--- src/rtl/exe_div_ctrl_if.sv ---
// EXE-stage divider handshake bundle.
// master = EXE/MEM side, slave = divider.
interface exe_div_ctrl_if #(
  parameter int WIDTH = 32
);
  logic             div_valid;
  logic             div_signed;
  logic [WIDTH-1:0] div_src1;
  logic [WIDTH-1:0] div_src2;
  logic             flush;
  logic             out_ready;
  logic             exe_ready_go;
  logic             busy;
  logic             res_valid;
  logic [WIDTH-1:0] quotient;
  logic [WIDTH-1:0] remainder;

  modport master (
    output div_valid, div_signed,
    output div_src1, div_src2,
    output flush, out_ready,
    input  exe_ready_go, busy, res_valid,
    input  quotient, remainder
  );

  modport slave (
    input  div_valid, div_signed,
    input  div_src1, div_src2,
    input  flush, out_ready,
    output exe_ready_go, busy, res_valid,
    output quotient, remainder
  );
endinterface

--- src/rtl/exe_div_ctrl.sv ---
// Iterative radix-2 restoring divider for EXE.
// One quotient bit per cycle, signed/unsigned.
module exe_div_ctrl #(
  parameter int WIDTH = 32
) (
  input  logic           clk,
  input  logic           reset,
  exe_div_ctrl_if.slave  dif
);
  localparam int CW = $clog2(WIDTH);

  typedef enum logic [1:0] {
    IDLE,
    CALC,
    DONE
  } state_t;

  state_t           state;
  state_t           state_nx;
  logic [CW-1:0]    cnt;
  logic [WIDTH-1:0] dvd;
  logic [WIDTH-1:0] dvs;
  logic [WIDTH-1:0] prem;
  logic [WIDTH-1:0] quot;
  logic [WIDTH-1:0] rem;
  logic             q_neg;
  logic             r_neg;

  logic             s1n;
  logic             s2n;
  logic [WIDTH-1:0] a_abs;
  logic [WIDTH-1:0] b_abs;
  logic             accept;
  logic             by_zero;
  logic             last;
  logic [WIDTH:0]   shl;
  logic [WIDTH:0]   diff;
  logic             bit_ok;
  logic [WIDTH-1:0] q_nx;
  logic [WIDTH-1:0] r_nx;

  assign s1n = dif.div_signed & dif.div_src1[WIDTH-1];
  assign s2n = dif.div_signed & dif.div_src2[WIDTH-1];
  assign a_abs = s1n ? -dif.div_src1 : dif.div_src1;
  assign b_abs = s2n ? -dif.div_src2 : dif.div_src2;
  assign by_zero = (dif.div_src2 == '0);

  assign accept = (state == IDLE) & dif.div_valid
                & ~dif.flush;
  assign last = (cnt == CW'(WIDTH - 1));

  // dvd shifts out dividend bits and shifts in
  // quotient bits, so it ends up as the quotient.
  assign shl = {prem, dvd[WIDTH-1]};
  assign diff = shl - {1'b0, dvs};
  assign bit_ok = ~diff[WIDTH];
  assign q_nx = {dvd[WIDTH-2:0], bit_ok};
  assign r_nx = bit_ok ? diff[WIDTH-1:0]
                       : shl[WIDTH-1:0];

  assign dif.busy = (state == CALC);
  assign dif.res_valid = (state == DONE);
  assign dif.exe_ready_go = (state == DONE)
    | ((state == IDLE) & ~dif.div_valid);
  assign dif.quotient = quot;
  assign dif.remainder = rem;

  // State register.
  always_ff @(posedge clk) begin
    if (reset) state <= IDLE;
    else       state <= state_nx;
  end

  // Next state; flush overrides everything.
  always_comb begin
    state_nx = state;
    unique case (state)
      IDLE: if (accept)
              state_nx = by_zero ? DONE : CALC;
      CALC: if (last) state_nx = DONE;
      DONE: if (dif.out_ready) state_nx = IDLE;
      default: state_nx = IDLE;
    endcase
    if (dif.flush) state_nx = IDLE;
  end

  // Operand latch, iteration and sign fix-up.
  always_ff @(posedge clk) begin
    if (reset) begin
      cnt   <= '0;
      dvd   <= '0;
      dvs   <= '0;
      prem  <= '0;
      quot  <= '0;
      rem   <= '0;
      q_neg <= 1'b0;
      r_neg <= 1'b0;
    end else if (accept) begin
      cnt   <= '0;
      dvd   <= a_abs;
      dvs   <= b_abs;
      prem  <= '0;
      q_neg <= s1n ^ s2n;
      r_neg <= s1n;
      if (by_zero) begin
        quot <= '1;
        rem  <= dif.div_src1;
      end
    end else if ((state == CALC) & ~dif.flush) begin
      cnt  <= cnt + 1'b1;
      dvd  <= q_nx;
      prem <= r_nx;
      if (last) begin
        quot <= q_neg ? -q_nx : q_nx;
        rem  <= r_neg ? -r_nx : r_nx;
      end
    end
  end
endmodule

--- src/flat_wrapper.sv ---
// flat-port wrapper written by rule: the top's interface ports become plain ports
module exe_div_ctrl_flat 
#(
  parameter int WIDTH = 32
)
  (clk, reset, dif_div_valid, dif_div_signed, dif_div_src1, dif_div_src2, dif_flush, dif_out_ready, dif_exe_ready_go, dif_busy, dif_res_valid, dif_quotient, dif_remainder);
  exe_div_ctrl_if #(.WIDTH(WIDTH)) dif_i ();
  input  logic clk;
  input  logic reset;
  input wire logic [$bits(dif_i.div_valid)-1:0] dif_div_valid;
  input wire logic [$bits(dif_i.div_signed)-1:0] dif_div_signed;
  input wire logic [$bits(dif_i.div_src1)-1:0] dif_div_src1;
  input wire logic [$bits(dif_i.div_src2)-1:0] dif_div_src2;
  input wire logic [$bits(dif_i.flush)-1:0] dif_flush;
  input wire logic [$bits(dif_i.out_ready)-1:0] dif_out_ready;
  output wire logic [$bits(dif_i.exe_ready_go)-1:0] dif_exe_ready_go;
  output wire logic [$bits(dif_i.busy)-1:0] dif_busy;
  output wire logic [$bits(dif_i.res_valid)-1:0] dif_res_valid;
  output wire logic [$bits(dif_i.quotient)-1:0] dif_quotient;
  output wire logic [$bits(dif_i.remainder)-1:0] dif_remainder;
  assign dif_i.div_valid = dif_div_valid;
  assign dif_i.div_signed = dif_div_signed;
  assign dif_i.div_src1 = dif_div_src1;
  assign dif_i.div_src2 = dif_div_src2;
  assign dif_i.flush = dif_flush;
  assign dif_i.out_ready = dif_out_ready;
  assign dif_exe_ready_go = dif_i.exe_ready_go;
  assign dif_busy = dif_i.busy;
  assign dif_res_valid = dif_i.res_valid;
  assign dif_quotient = dif_i.quotient;
  assign dif_remainder = dif_i.remainder;
  exe_div_ctrl #(.WIDTH(WIDTH)) u_core (.clk(clk), .reset(reset), .dif(dif_i));
endmodule
--- config.mk ---
export PLATFORM = sky130hd
export DESIGN_NAME = exe_div_ctrl_flat
export DESIGN_NICKNAME = d
export VERILOG_FILES = /design/src/rtl/exe_div_ctrl_if.sv /design/src/rtl/exe_div_ctrl.sv /design/src/flat_wrapper.sv
export SDC_FILE = /design/constraint.sdc
export NUM_CORES = 1
export LEC_CHECK = 0
export ABC_AREA = 1
export CAP_MARGIN = 0
export CORE_MARGIN = 5
export CORE_UTILIZATION = 60
export CTS_BUF_LIST = sky130_fd_sc_hd__clkbuf_16
export CTS_CLUSTER_DIAMETER = 100
export CTS_CLUSTER_SIZE = 30
export DETAILED_ROUTE_END_ITERATION = 16
export DONT_BUFFER_PORTS = 1
export MAX_ROUTING_LAYER = met4
export PLACE_DENSITY = 0.83
export SYNTH_ARGS = -nofsm -noshare
export SYNTH_HDL_FRONTEND = slang
export SYNTH_SLANG_ARGS = --single-unit
--- constraint.sdc ---
create_clock -name clk -period 7.3 [get_ports clk]
set_input_delay 1.46 -clock clk [delete_from_list [all_inputs] [get_ports clk]]
set_output_delay 1.46 -clock clk [all_outputs]
set_load 0.1 [all_outputs]
After elaboration in Yosys (flattened, before gate mapping)
Cells that the tools add are included.
{ "classes": {"addsub": 6, "eq_ne": 7, "n_mux": 20, "n_bitwise": 11, "reduce_logical": 8} }
{ "ops": {"columns": ["op", "count"], "rows": [
  ["32-bit 2-to-1 mux", 15],
  ["32-bit negation", 4],
  ["33-bit by 32-bit subtractor with 33-bit output", 1],
  ["32-bit zero test", 1],
  ["2-bit 2-to-1 mux", 4],
  ["1-bit AND", 6],
  ["2-bit case mux with 3 select lines", 1],
  ["3-bit AND reduction", 2],
  ["5-bit by 1-bit adder with 5-bit output, second input constant", 1],
  ["5-bit equality test, second input constant", 1],
  ["2-bit by 1-bit inequality test with 1-bit output, second input constant", 2],
  ["2-bit inequality test, second input constant", 2],
  ["2-bit nonzero test", 2],
  ["2-bit OR reduction", 2],
  ["1-bit NOT", 3],
  ["2-bit by 1-bit equality test with 1-bit output, second input constant", 1],
  ["2-bit equality test, second input constant", 1],
  ["2-bit zero test", 1],
  ["1-bit bitwise OR", 1],
  ["1-bit bitwise XOR", 1]
]} }
{ "totals": {"register_bits": 169, "input_bits": 70, "out_inout_bits": 67, "word_cells": 61} }

Depth between registers and ports, before layout
{ "logic_depth": {"ltp_word": 7, "ltp_mapped": 30, "mapped_depth_nobuf": 28} }

Worst setup path before layout
No wires, ideal clock.
{ "synth_path": {"kind": "input port to output port", "startpoint": "input dif_div_valid", "endpoint": "output dif_exe_ready_go", "arrival_ns": 2.938, "setup_slack_ns": 2.902, "path_stages": 1, "cell_sequence": "a21oi_1"} }
{ "synth_between": {"elab_chain_cells": 3} }
{ "synth_lines": {"columns": ["item", "line_no", "rtl"], "rows": [
  ["start: declaration", "flat_wrapper.sv:10", "input wire logic [$bits(dif_i.div_valid)-1:0] dif_div_valid;"],
  ["1-bit NOT", "exe_div_ctrl.sv:64", "| ((state == IDLE) & ~dif.div_valid);"],
  ["1-bit AND", "exe_div_ctrl.sv:64", null],
  ["1-bit bitwise OR", "exe_div_ctrl.sv:64", null],
  ["end: declaration", "flat_wrapper.sv:16", "output wire logic [$bits(dif_i.exe_ready_go)-1:0] dif_exe_ready_go;"]
]} }
No other way between the ends.

Final worst setup path
{ "layout_path": {"startpoint": "register u_core.dvd[31]", "endpoint": "register u_core.quot[30] (netlist: u_core.dif.quotient[30])"} }
{ "layout_between": {"elab_chain_cells": 7} }
{ "layout_lines": {"columns": ["item", "line_no", "rtl"], "rows": [
  ["start: declaration", "exe_div_ctrl.sv:21", "logic [WIDTH-1:0] dvd;"],
  ["start signal: assignment", "exe_div_ctrl.sv:100", "dvd <= a_abs;"],
  ["start signal: assignment", "exe_div_ctrl.sv:111", "dvd <= q_nx;"],
  ["33-bit by 32-bit subtractor with 33-bit output", "exe_div_ctrl.sv:55", "assign diff = shl - {1'b0, dvs};"],
  ["1-bit NOT", "exe_div_ctrl.sv:56", "assign bit_ok = ~diff[WIDTH];"],
  ["32-bit negation", "exe_div_ctrl.sv:114", "quot <= q_neg ? -q_nx : q_nx;"],
  ["32-bit 2-to-1 mux", "exe_div_ctrl.sv:114", null],
  ["32-bit 2-to-1 mux", "exe_div_ctrl.sv:113", "if (last) begin"],
  ["32-bit 2-to-1 mux", "exe_div_ctrl.sv:109", "end else if ((state == CALC) & ~dif.flush) begin"],
  ["32-bit 2-to-1 mux", "exe_div_ctrl.sv:98", "end else if (accept) begin"],
  ["end signal: assignment", "exe_div_ctrl.sv:114", null],
  ["end: declaration", "exe_div_ctrl.sv:24", "logic [WIDTH-1:0] quot;"]
]} }
No other way between the ends. The select of a mux whose other input is x is not followed.
A chain may end at the register's enable or synchronous reset.

==> flow_metrics.tcl <==
set metrics [dict create \
    outcome "finished, final reports clean" \
    area_growth_pct 5.07 \
    grtUsageTotal 0.337 \
    totalPowerFinal_mw 3.22 \
    detail-route-antenna-nets 0 \
    start_util 0.614 \
    vdd_drop_max_v 0.000160 \
    gp_congestion 1.01 \
    cts_sinks 169 \
    post_cts_buffers 0 \
    antenna_found_initial 1 \
    cts_tree "yes" \
    fin_nets 2218 \
    ys_types 62 \
    yosys_warnings 0 \
    grt_first_pass_wirelength_um 65800 \
    power_density_nw_per_um2 236 \
    grt_pass1_vias 13000 \
    drv_cap 0 \
    via_per_inst 5.91 \
    chipWidth_um 157 \
    clk_pin_slew_worst_paths_ps 80 \
    hold_viol_final 0 \
    leakage_nw 6.78 \
    drive_above_1_share 0.0641 \
    clock_latency_ps 440 \
    hold_class "reg2reg" \
    htreeDepth 4 \
    rows 53 \
    ys_seq_elements 169 \
    grt_max_degree 86 \
    syn-instance-count 2160 \
    setup_violations 0 \
    synth_most_common_cell "nand2_1" \
    worstPathRequired_ps 7680 \
    boundaryPins 137 \
    postSynthAreaPerCell_um2 6.03 \
    period_needed_ps 5390 \
    cts.path.max_buffers 2 \
    numCtsBuffers 17 \
    synth-main-ff-cell "dfxtp_1" \
    async_flop_share 0 \
    setup_ws_ps 1910 \
    portBuffers 0 \
    dpl_worst_slack_ps 1950 \
    worstMarginPinSlew_ps 1180 \
    endpoint_kind "register" \
    synth_common_cells "578 x nand2_1, 313 x inv_1, 199 x nor2_1, 171 x o21ai_0, 169 x dfxtp_1" \
    clockRootBuffer "clkbuf_16" \
    dr.first_iter.drc_count 1516 \
    syn-num-nets 2269 \
    fp.dieH_um 157 \
    yosys.area.top_type "dfxtp_1" \
    synthTopCellsByArea "dfxtp_1 26%, nand2_1 17%, inv_1 9.0%" \
    drc_errors 0 \
    fmax_ghz 0.186 \
    synth_edf_count 0 \
    grt_overflow_total 0 \
    period_share 0.738 \
    coreArea_um2 21200 \
    crit_type "reg2reg" \
    dp_hpwl_um 30900 \
    die-area_um2 24700 \
    dr.pass1.iters 6 \
    ys_seq_area_frac 0.260 \
    cp_max_fo 48 \
    cp.arrival_ps 5770 \
    slew_viol_final 0 \
    synth_top_area_share 0.260 \
    finClkSkew_ps 18.4 \
    start_kind "register" \
    wirelength_um 41200 \
    syn-cell-area_um2 13000 \
    max_slew_margin 0.211 \
    ctsResizeCount 0 \
    grt_setup_unrepaired "false" \
    hold_buffers 0 \
    vias 14200 \
    setup_tns_ps 0 \
    wl_per_cell_um 17.2 \
]
worst max-delay path, cell delays in order, from the launching register on:
cell,delay (ps)
dfxtp_1,310
inv_1,150
ha_1,170
inv_1,80
fa_1,400
nand2_1,80
nand2_1,80
nand3_1,100
nand2_1,130
nand2_1,110
nand2_2,80
nand2_4,110
nand3_2,210
nand2_4,570
ha_1,310
nand3_1,110
inv_1,90
nand2_1,80
nor3_1,420
nand4_1,310
nand2_1,190
o21ai_0,170
a21oi_1,280
o21ai_0,230
nor2_1,170
xor2_1,180
o221ai_1,120
inv_1,100
power by group:
part           switching (mW)  internal, mW  total (mW)
clock                   0.451         0.457       0.908
sequential              0.119         0.962        1.08
combinational           0.865         0.368        1.23
total                    1.44          1.79        3.22
worst paths after layout:
kind / from / endpoint / slack, ps / depth (start not counted)
worst min-delay path: u_core.cnt[3]$_SDFFE_PP0P_ / u_core.cnt[3]$_SDFFE_PP0P_ / 470 / 2
worst max register to register: u_core.dvd[31]$_SDFFE_PP0P_ / u_core.dif.quotient[30]$_SDFFE_PP0P_ / 1910 / 27
worst max-delay path: u_core.dvd[31]$_SDFFE_PP0P_ / u_core.dif.quotient[30]$_SDFFE_PP0P_ / 1910 / 27
worst min register to register: u_core.cnt[3]$_SDFFE_PP0P_ / u_core.cnt[3]$_SDFFE_PP0P_ / 470 / 2
cells in the final DEF (no fill, tap or decap), types with 4 or more instances in the layout:
cell type and n:
nor2_1 197, o211ai_1 20, xnor2_1 13, a21oi_1 141, xor2_1 23, nor2_2 7, nand3_2 6, inv_2 11
nor2_4 4, or2_2 5, clkbuf_16 17, o21bai_1 7, a21oi_2 5, nor4_1 12, o221ai_1 19, and3_1 4
nand3_1 139, o21ai_1 10, ha_1 38, buf_4 13, clkinv_1 4, nand3b_1 10, inv_8 5, nand2_1 578
o32ai_1 7, nor3_1 30, o31ai_1 7, nand2_2 27, o22ai_1 18, nand2_4 9, o21ai_0 171, nand4_1 13
a31oi_1 24, inv_1 312, o21ai_2 6, dfxtp_1 169
routing by layer:
layer  share of wire  global-route usage  vias up
li1                -                   -     6939
met1            0.43               0.451     6371
met2            0.44               0.505      736
met3           0.097              0.0638      126
met4           0.037               0.128        0
met5               0                   -        -
final cells by class:
type,instances,area (um^2)
inverter,326,1220
multi-input combinational,1582,8040
sequential,169,3380
clock buffer,17,425
clock inverter,15,159
fill,2019,7540
antenna,1,2.50
timing repair buffer,13,97.6
tap,275,344
through the flow:
stage / util / instances / instance area (um^2) / hold slack (ps)
floorplan: - / 2160 / 13000 / 435
global placement: 0.617 / 2365 / 13100 / 448
detailed placement: 0.617 / 2365 / 13100 / 460
CTS: 0.645 / 2397 / 13700 / 471
global route: 0.645 / 2398 / 13700 / 502
finish: 0.645 / 2398 / 13700 / 472
kinds of logic (layout without fill, tap and decap cells):
| logic type | after synthesis | count (layout) | share of synthesized area |
|---|---|---|---|
| compound gates | 452 | 452 | 0.201 |
| xor+xnor | 36 | 36 | 0.0242 |
| fa+ha+maj | 39 | 39 | 0.0381 |
| buf+inv | 409 | 371 | 0.124 |
| flops | 169 | 169 | 0.260 |
| mux | 3 | 3 | 0.00231 |
| other cells | 0 | 1 | 0 |
| simple gates | 1052 | 1052 | 0.350 |
sequential cells by signal (all words and copies together) (netlist names):
| register | count |
|---|---|
| u_core.dvd | 32 |
| u_core.cnt | 5 |
| u_core.dvs | 32 |
| u_core.r_neg | 1 |
| u_core.dif.remainder | 32 |
| u_core.state | 2 |
| u_core.q_neg | 1 |
| u_core.prem | 32 |
| u_core.dif.quotient | 32 |
Note: power is estimated with default switching activity, not from simulation.
